`src/rtl/stream_decrypter.sv`:
```
// Streaming word decrypter: valid/ready input, loadable key, DEPTH-entry output FIFO.
// Ports: clk, reset (sync, active-high), key_load/key_in/key_valid,
//   in_valid/in_data/in_ready, out_valid/out_data/out_ready,
//   fill_level (0..DEPTH), word_count (accepted words, wraps).
// Optional: define KEY_ROLL_EN to rotate the key left by 1 after every accept.
module stream_decrypter #(
  parameter int WIDTH = 8,
  parameter int DEPTH = 4,
  parameter int CNT_W = 16
) (
  input  logic                     clk,
  input  logic                     reset,
  input  logic                     key_load,
  input  logic [WIDTH-1:0]         key_in,
  output logic                     key_valid,
  input  logic                     in_valid,
  input  logic [WIDTH-1:0]         in_data,
  output logic                     in_ready,
  output logic                     out_valid,
  output logic [WIDTH-1:0]         out_data,
  input  logic                     out_ready,
  output logic [$clog2(DEPTH):0]   fill_level,
  output logic [CNT_W-1:0]         word_count
);

  localparam int PW = $clog2(DEPTH);
  localparam int FW = PW + 1;
  localparam int NG = WIDTH / 2 - 1;
  localparam logic [FW-1:0] FULL = FW'(DEPTH);

  typedef enum logic {
    NOKEY,
    KEYED
  } keyState_t;

  keyState_t keyStateQ;
  keyState_t keyStateD;

  logic [WIDTH-1:0] keyReg;
  logic [WIDTH-1:0] mem [DEPTH];
  logic [PW-1:0]    wrPtr;
  logic [PW-1:0]    rdPtr;
  logic [FW-1:0]    count;
  logic [WIDTH-1:0] plain;
  logic [WIDTH-1:0] x;
  logic             accept;
  logic             pop;

  // Key presence: once loaded, only reset takes it away.
  always_ff @(posedge clk) begin
    if (reset) keyStateQ <= NOKEY;
    else       keyStateQ <= keyStateD;
  end

  always_comb begin
    keyStateD = keyStateQ;
    unique case (keyStateQ)
      NOKEY:   if (key_load) keyStateD = KEYED;
      KEYED:   keyStateD = KEYED;
      default: keyStateD = NOKEY;
    endcase
  end

  assign key_valid  = (keyStateQ == KEYED);
  assign in_ready   = key_valid && (count != FULL);
  assign out_valid  = (count != '0);
  assign out_data   = mem[rdPtr];
  assign fill_level = count;
  assign accept     = in_valid && in_ready;
  assign pop        = out_valid && out_ready;

  // Even bits inverted, odd bits below the MSB rotated one place up,
  // MSB passed through raw from the cipher word.
  always_comb begin
    x        = in_data ^ keyReg;
    plain    = '0;
    for (int i = 0; i < WIDTH / 2; i++)
      plain[2*i] = ~x[2*i];
    plain[1] = x[2*NG-1];
    for (int j = 1; j < NG; j++)
      plain[2*j+1] = x[2*j-1];
    plain[WIDTH-1] = in_data[WIDTH-1];
  end

  // A same-cycle key_load wins; the accepted word already used the old key.
  always_ff @(posedge clk) begin
    if (reset) begin
      keyReg <= '0;
    end else if (key_load) begin
      keyReg <= key_in;
`ifdef KEY_ROLL_EN
    end else if (accept) begin
      keyReg <= {keyReg[WIDTH-2:0], keyReg[WIDTH-1]};
`endif
    end
  end

  always_ff @(posedge clk) begin
    if (accept) mem[wrPtr] <= plain;
  end

  always_ff @(posedge clk) begin
    if (reset) begin
      wrPtr      <= '0;
      rdPtr      <= '0;
      count      <= '0;
      word_count <= '0;
    end else begin
      if (accept) begin
        wrPtr      <= wrPtr + 1'b1;
        word_count <= word_count + 1'b1;
      end
      if (pop) rdPtr <= rdPtr + 1'b1;
      unique case ({accept, pop})
        2'b10:   count <= count + 1'b1;
        2'b01:   count <= count - 1'b1;
        default: count <= count;
      endcase
    end
  end

endmodule

```
`config.mk`:
```
export PLATFORM = sky130hd
export DESIGN_NAME = stream_decrypter
export DESIGN_NICKNAME = d
export VERILOG_FILES = /design/src/rtl/stream_decrypter.sv
export SDC_FILE = /design/constraint.sdc
export NUM_CORES = 1
export LEC_CHECK = 0
export CORE_ASPECT_RATIO = 0.5
export CORE_MARGIN = 2
export CORE_UTILIZATION = 45
export CTS_CLUSTER_DIAMETER = 80
export DETAILED_ROUTE_END_ITERATION = 12
export PLACE_DENSITY = 0.75
export RECOVER_POWER = 100
export SKIP_LAST_GASP = 1
export SLEW_MARGIN = 20
export SYNTH_ARGS = -nofsm -noshare
export SYNTH_HDL_FRONTEND = slang
export SYNTH_SLANG_ARGS = --single-unit
```
`constraint.sdc`:
```
create_clock -name clk -period 3.4 [get_ports clk]
set_clock_uncertainty 0.2 [all_clocks]
set_input_delay 0.85 -clock clk [delete_from_list [all_inputs] [get_ports clk]]
set_output_delay 0.85 -clock clk [all_outputs]
set_load 0.03 [all_outputs]
```
# Word-level counts from Yosys, hierarchy flattened
# Memories as Yosys holds them, arrays and structs flattened. A register that Yosys moved wholly into a read port is not among the register bits.
# Cells that the tools add are included.
# op_classes
add_sub_neg	5
eq_ne	3
muxes	7
bitwise	6
reduce_logical	5
# ops
cell	n
16-bit by 1-bit adder with 16-bit output (second input constant)	1
7-bit XOR	1
3-bit case mux with 2 select lines	1
1-bit NOT	5
2-bit by 1-bit adder with 2-bit output (second input constant)	2
2-bit 2-to-1 mux	2
3-bit by 1-bit adder with 3-bit output (second input constant)	1
1-bit logical AND	3
1-bit 2-to-1 mux	3
3-bit inequality test (second input constant)	1
3-bit nonzero test	1
3-bit by 1-bit subtractor with 3-bit output (second input constant)	1
2-bit by 1-bit equality test with 1-bit output (second input constant)	1
2-bit equality test (second input constant)	1
1-bit case mux with 2 select lines	1
2-bit nonzero test	1
# word_totals
register_bits	31
ramBits	32
input_bits	21
output_inout_bits	30
word_cells	33
mem_count	1
# memory_table
name	words	width	rd	rd_clocked_by_memory_dff	write_ports	line	rtl
mem	4	8	1	1	1	40	logic [WIDTH-1:0] mem [DEPTH];

# Longest topological paths before layout
# Gate-level depths: netlist of the first run.
# logic_depth
ltp_word	5
ltp_mapped	10
mapped_depth_nobuf	9

# Worst setup path after synthesis of the first run
# OpenSTA, ideal clock, no wires.
# synth_path
kind	register -> register
from	register count[2] (netlist: fill_level[2])
to	register count[2] (netlist: fill_level[2])
setup_time_ps	70
t_arrival_ps	2497
required_time_ps	3130
setup_slack_ps	633
path_stages_with_launch	11
path_buffers	1
path_cell_list	dfxtp_1 -> nor3b_1 -> buf_2 -> nor2_2 -> inv_1 -> ha_1 -> inv_1 -> fa_1 -> xor2_1 -> or3_1 -> a21oi_1
# synth_via
elab_chain_cells	5
word_cells_on_any_way	11
cone_classes	add/sub: 2; eq/ne: 3; mux: 1; reduce/logical: 5
# synth_lines
item	line	rtl
start, declared	43	logic [FW-1:0] count;
start signal, assigned	115	2'b10: count <= count + 1'b1;
start signal, assigned	116	2'b01: count <= count - 1'b1;
start signal, assigned	117	default: count <= count;
3-bit inequality test	65	assign in_ready = key_valid && (count != FULL);
1-bit logical AND	65	
1-bit logical AND	69	assign accept = in_valid && in_ready;
2-bit by 1-bit equality test with 1-bit output or 2-bit equality test (tied branches)	114	unique case ({accept, pop})
3-bit case mux with 2 select lines or 2-bit nonzero test (tied branches)	-	
# Parallel ways exist; a longest one is shown, timed or not.
# A chain may end at the register's enable or synchronous reset.

==> flow_metrics.env, run 1 <==
export IMPL_outcome="complete, no violations"
export IMPL_grt_antenna_before_repair=0
export IMPL_nets=292
export IMPL_placed_area_um2=3270
export IMPL_nFillCells=453
export IMPL_cts_tree="yes"
export IMPL_holdPathStages=2
export IMPL_grt_pass1_vias=1765
export IMPL_rsz0062_at_grt="false"
export IMPL_rrSetupSlack_ps=940
export IMPL_finalWirelength_mm=4.72
export IMPL_worst_slew_pin_slew_ps=621
export IMPL_grt_max_degree=36
export IMPL_postSynthCellCount=208
export IMPL_postRouteAntennaNets=0
export IMPL_required_ps=2350
export IMPL_place_gp_congestion=0.759
export IMPL_synth_seq_cells=65
export IMPL_antenna_cells=0
export IMPL_die_w_um=114
export IMPL_finalCriticalPeriod_ps=3110
export IMPL_grt_pass1_wl_mm=8.07
export IMPL_pre_cts_ws_ps=360
export IMPL_synth_top_flop_cell="dfxtp_1"
export IMPL_die_area_um2=6700
export IMPL_yosys_warnings=0
export IMPL_p_per_area_nw_per_um2=668
export IMPL_startpoint_type="flip-flop"
export IMPL_yosysSeqAreaShare_pct=59.8
export IMPL_setup_viol=0
export IMPL_maxCapViolCount=0
export IMPL_finalHoldViolCount=0
export IMPL_cts_repair_resized=0
export IMPL_cp_arrival_ps=2060
export IMPL_avgSynthCellArea_um2=13.0
export IMPL_area_delta_synth_final_pct=33.2
export IMPL_clock_sinks=65
export IMPL_maxSlewHeadroom_pct=58.6
export IMPL_dr_pass1_iters=4
export IMPL_h_tree_depth=3
export IMPL_drt_initial_drc_count=59
export IMPL_synth_top_area_share_pct=35.5
export IMPL_r2r_cells=10
export IMPL_stdcell_count=342
export IMPL_ios=51
export IMPL_placedCellCount=326
export IMPL_irDropWorstVdd_mv=0.299
export IMPL_power_leakage_nw=1.34
export IMPL_start_util_pct=48.1
export IMPL_core_area_um2=5630
export IMPL_synth_edf_count=32
export IMPL_path_class="flip-flop to primary output"
export IMPL_row_count=19
export IMPL_drive_above_1_share_pct=12.3
export IMPL_clockRootBuffer="clkbuf_16"
export IMPL_critical_path_max_fanout=8
export IMPL_yosys_area_top_type="edfxtp_1"
export IMPL_hold_path_end="word_count[13]"
export IMPL_fin_ws_ps=292
export IMPL_fin_crit_sh_pct=91.4
export IMPL_ys_types=36
export IMPL_io_buffers=49
export IMPL_synth_area_leaders="edfxtp_1 35%, dfxtp_1 24%, mux4_2 6.6%, xnor2_1 4.5%, nor2_1 4.0%"
export IMPL_via_per_inst=5.05
export IMPL_clk_path_buf_depth=2
export IMPL_fin_tns_setup_ps=0
export IMPL_post_cts_buffers=0
export IMPL_hold_path_class="flip-flop to flip-flop"
export IMPL_drc_errors=0
export IMPL_vias=1727
export IMPL_grt_overflow_total=0
export IMPL_slew_violations=0
export IMPL_holdBufCountCts=0
export IMPL_syn_nets=236
export IMPL_syn_area_um2=2710
export IMPL_clk_pin_slew_worst_paths_ps=60
export IMPL_critPathCaptureType="primary output"
export IMPL_clock_latency_ps=320
export IMPL_r2r_start="fill_level[2]"
export IMPL_design_area_um2=3610
export IMPL_hpwl_mm=3.24
export IMPL_max_freq_ghz=0.322
export IMPL_async_flop_share_pct=0
export IMPL_grt_total_usage_pct=16.3
export IMPL_reg2reg_to="fill_level[2]"
export IMPL_hold_start="word_count[13]"
export IMPL_wl_per_cell_um=13.8
export IMPL_die_h_um=58.9
export IMPL_numCtsBuffers=9
export IMPL_hold_slack_ps=308
==> Yosys cell counts (all sizes together) (2+ instances only) <==
cell type / instances
edfxtp: 32
dfxtp: 33
xnor2: 14
mux2i: 8
nor3b: 3
and2: 4
nand3: 2
nor4: 3
nand2: 6
mux2: 3
nor4b: 2
nor3: 2
a21oi: 7
clkbuf: 4
o21ai: 5
mux4: 8
nand4: 4
inv: 8
nor2b: 3
xor2: 6
buf: 4
ha: 6
or3: 6
nor2: 30
==> through the flow <==
stage / total power [W] / util (%)
6_report: 0.00241 / 64.1
3_3_place_gp: 0.00138 / 58.1
4_1_cts: 0.00246 / 64.4
5_1_grt: 0.00250 / 64.1
3_5_place_dp: 0.00139 / 58.1
2_1_floorplan: 0.00122 / -
==> cells by family (layout without fill, tap and decap cells) <==
| family | Yosys count | count (layout) | share of synthesized area [%] |
|---|---|---|---|
| AND/OR/NAND/NOR | 67 | 67 | 13.5 |
| flip-flops | 65 | 65 | 59.8 |
| XOR/XNOR | 20 | 20 | 6.46 |
| multiplexers | 19 | 19 | 10.8 |
| buffers and inverters | 16 | 77 | 2.95 |
| AO/OA/AOI/OAI | 14 | 14 | 2.91 |
| adder cells (fa/ha/maj) | 7 | 7 | 3.51 |
==> flip-flops by register name (all words and copies together), names as in the netlist, named ones only <==
name and count:
mem 32, keyReg 7, fill_level 3, key_valid 1, word_count 16, wrPtr 2
rdPtr 2
==> layout make-up <==
class | instances | area, um2 | area share [%]
multi-input cells | 127 | 996 | 27.6
clock buffers | 10 | 239 | 6.62
repair buffers | 53 | 517 | 14.3
clock inverters | 6 | 115 | 3.19
flip-flops and latches | 65 | 1620 | 44.9
well taps | 73 | 91.3 | 2.53
inverters | 8 | 30.0 | 0.832
==> critical path: stages, from the launching register on <==
cell	delay, ps
dfxtp_1	300
buf_4	200
mux4_2	530
dlygate4sd3_1	700
==> how the worst max path moves through the flow <==
| stage | startpoint | endpoint | slack [ps] | cells after the start |
|---|---|---|---|---|
| after floorplan | fill_level[2] | fill_level[2] | 630 | 10 |
| after global placement | out_ready | fill_level[2] | 410 | 8 |
| after detailed placement | out_ready | fill_level[2] | 360 | 8 |
| after CTS | flip-flop | out_data[1] | 360 | 3 |
| after global routing | flip-flop | out_data[1] | 220 | 3 |
| final | flip-flop | out_data[1] | 290 | 3 |
==> power by group <==
group,internal (W),switching [W]
logic,0.000201,0.000247
clock network,0.000738,0.000323
registers,0.000870,0.0000328
total,0.00181,0.000603
==> layout by cell type (no fill, tap or decap), drive strengths merged <==
cell type,instances
inv,8
bufinv,3
nor4,3
nand3,2
ha,6
clkdlybuf4s50,8
mux4,8
clkinv,2
buf,3
nor2b,3
xnor2,14
clkbuf,11
nor3b,3
clkinvlp,1
mux2i,8
and2,4
dfxtp,33
o21ai,5
a21oi,7
or3,6
nand4,4
edfxtp,32
dlygate4sd3,41
a21bo,1
o31a,1
nor3,2
and4,1
xor2,6
nor4b,2
mux2,3
nor2,30
fa,1
nand2,6
nand3b,1
==> per-layer routing <==
metal  vias to the layer above  part of all wire (%)  global-route usage (%)
met5                         -                     0                       0
met1                       837                    45                    19.2
met4                         0                   1.4                    7.32
met2                        34                    50                    28.0
met3                         6                   3.7                    5.25
li1                        850                     -                       -
Power figures use the tool's default switching activity.
==> inputs of run 2 (changes only) <==
--- a/config.mk
+++ b/config.mk
@@ -12,7 +12,6 @@
 export DETAILED_ROUTE_END_ITERATION = 12
 export PLACE_DENSITY = 0.75
 export RECOVER_POWER = 100
-export SKIP_LAST_GASP = 1
 export SLEW_MARGIN = 20
 export SYNTH_ARGS = -nofsm -noshare
 export SYNTH_HDL_FRONTEND = slang
==> results of run 2 <==
Same layout as run 1: the final DEF is identical, and so are final timing and power.
==> inputs of run 3 (changes only) <==
--- a/config.mk
+++ b/config.mk
@@ -5,10 +5,11 @@
 export SDC_FILE = /design/constraint.sdc
 export NUM_CORES = 1
 export LEC_CHECK = 0
+export ABC_AREA = 0
 export CORE_ASPECT_RATIO = 0.5
 export CORE_MARGIN = 2
 export CORE_UTILIZATION = 45
-export CTS_CLUSTER_DIAMETER = 80
+export CTS_CLUSTER_DIAMETER = 50
 export DETAILED_ROUTE_END_ITERATION = 12
 export PLACE_DENSITY = 0.75
 export RECOVER_POWER = 100
==> results of run 3 <==
Same layout as run 1: the final DEF is identical, and so are final timing and power.
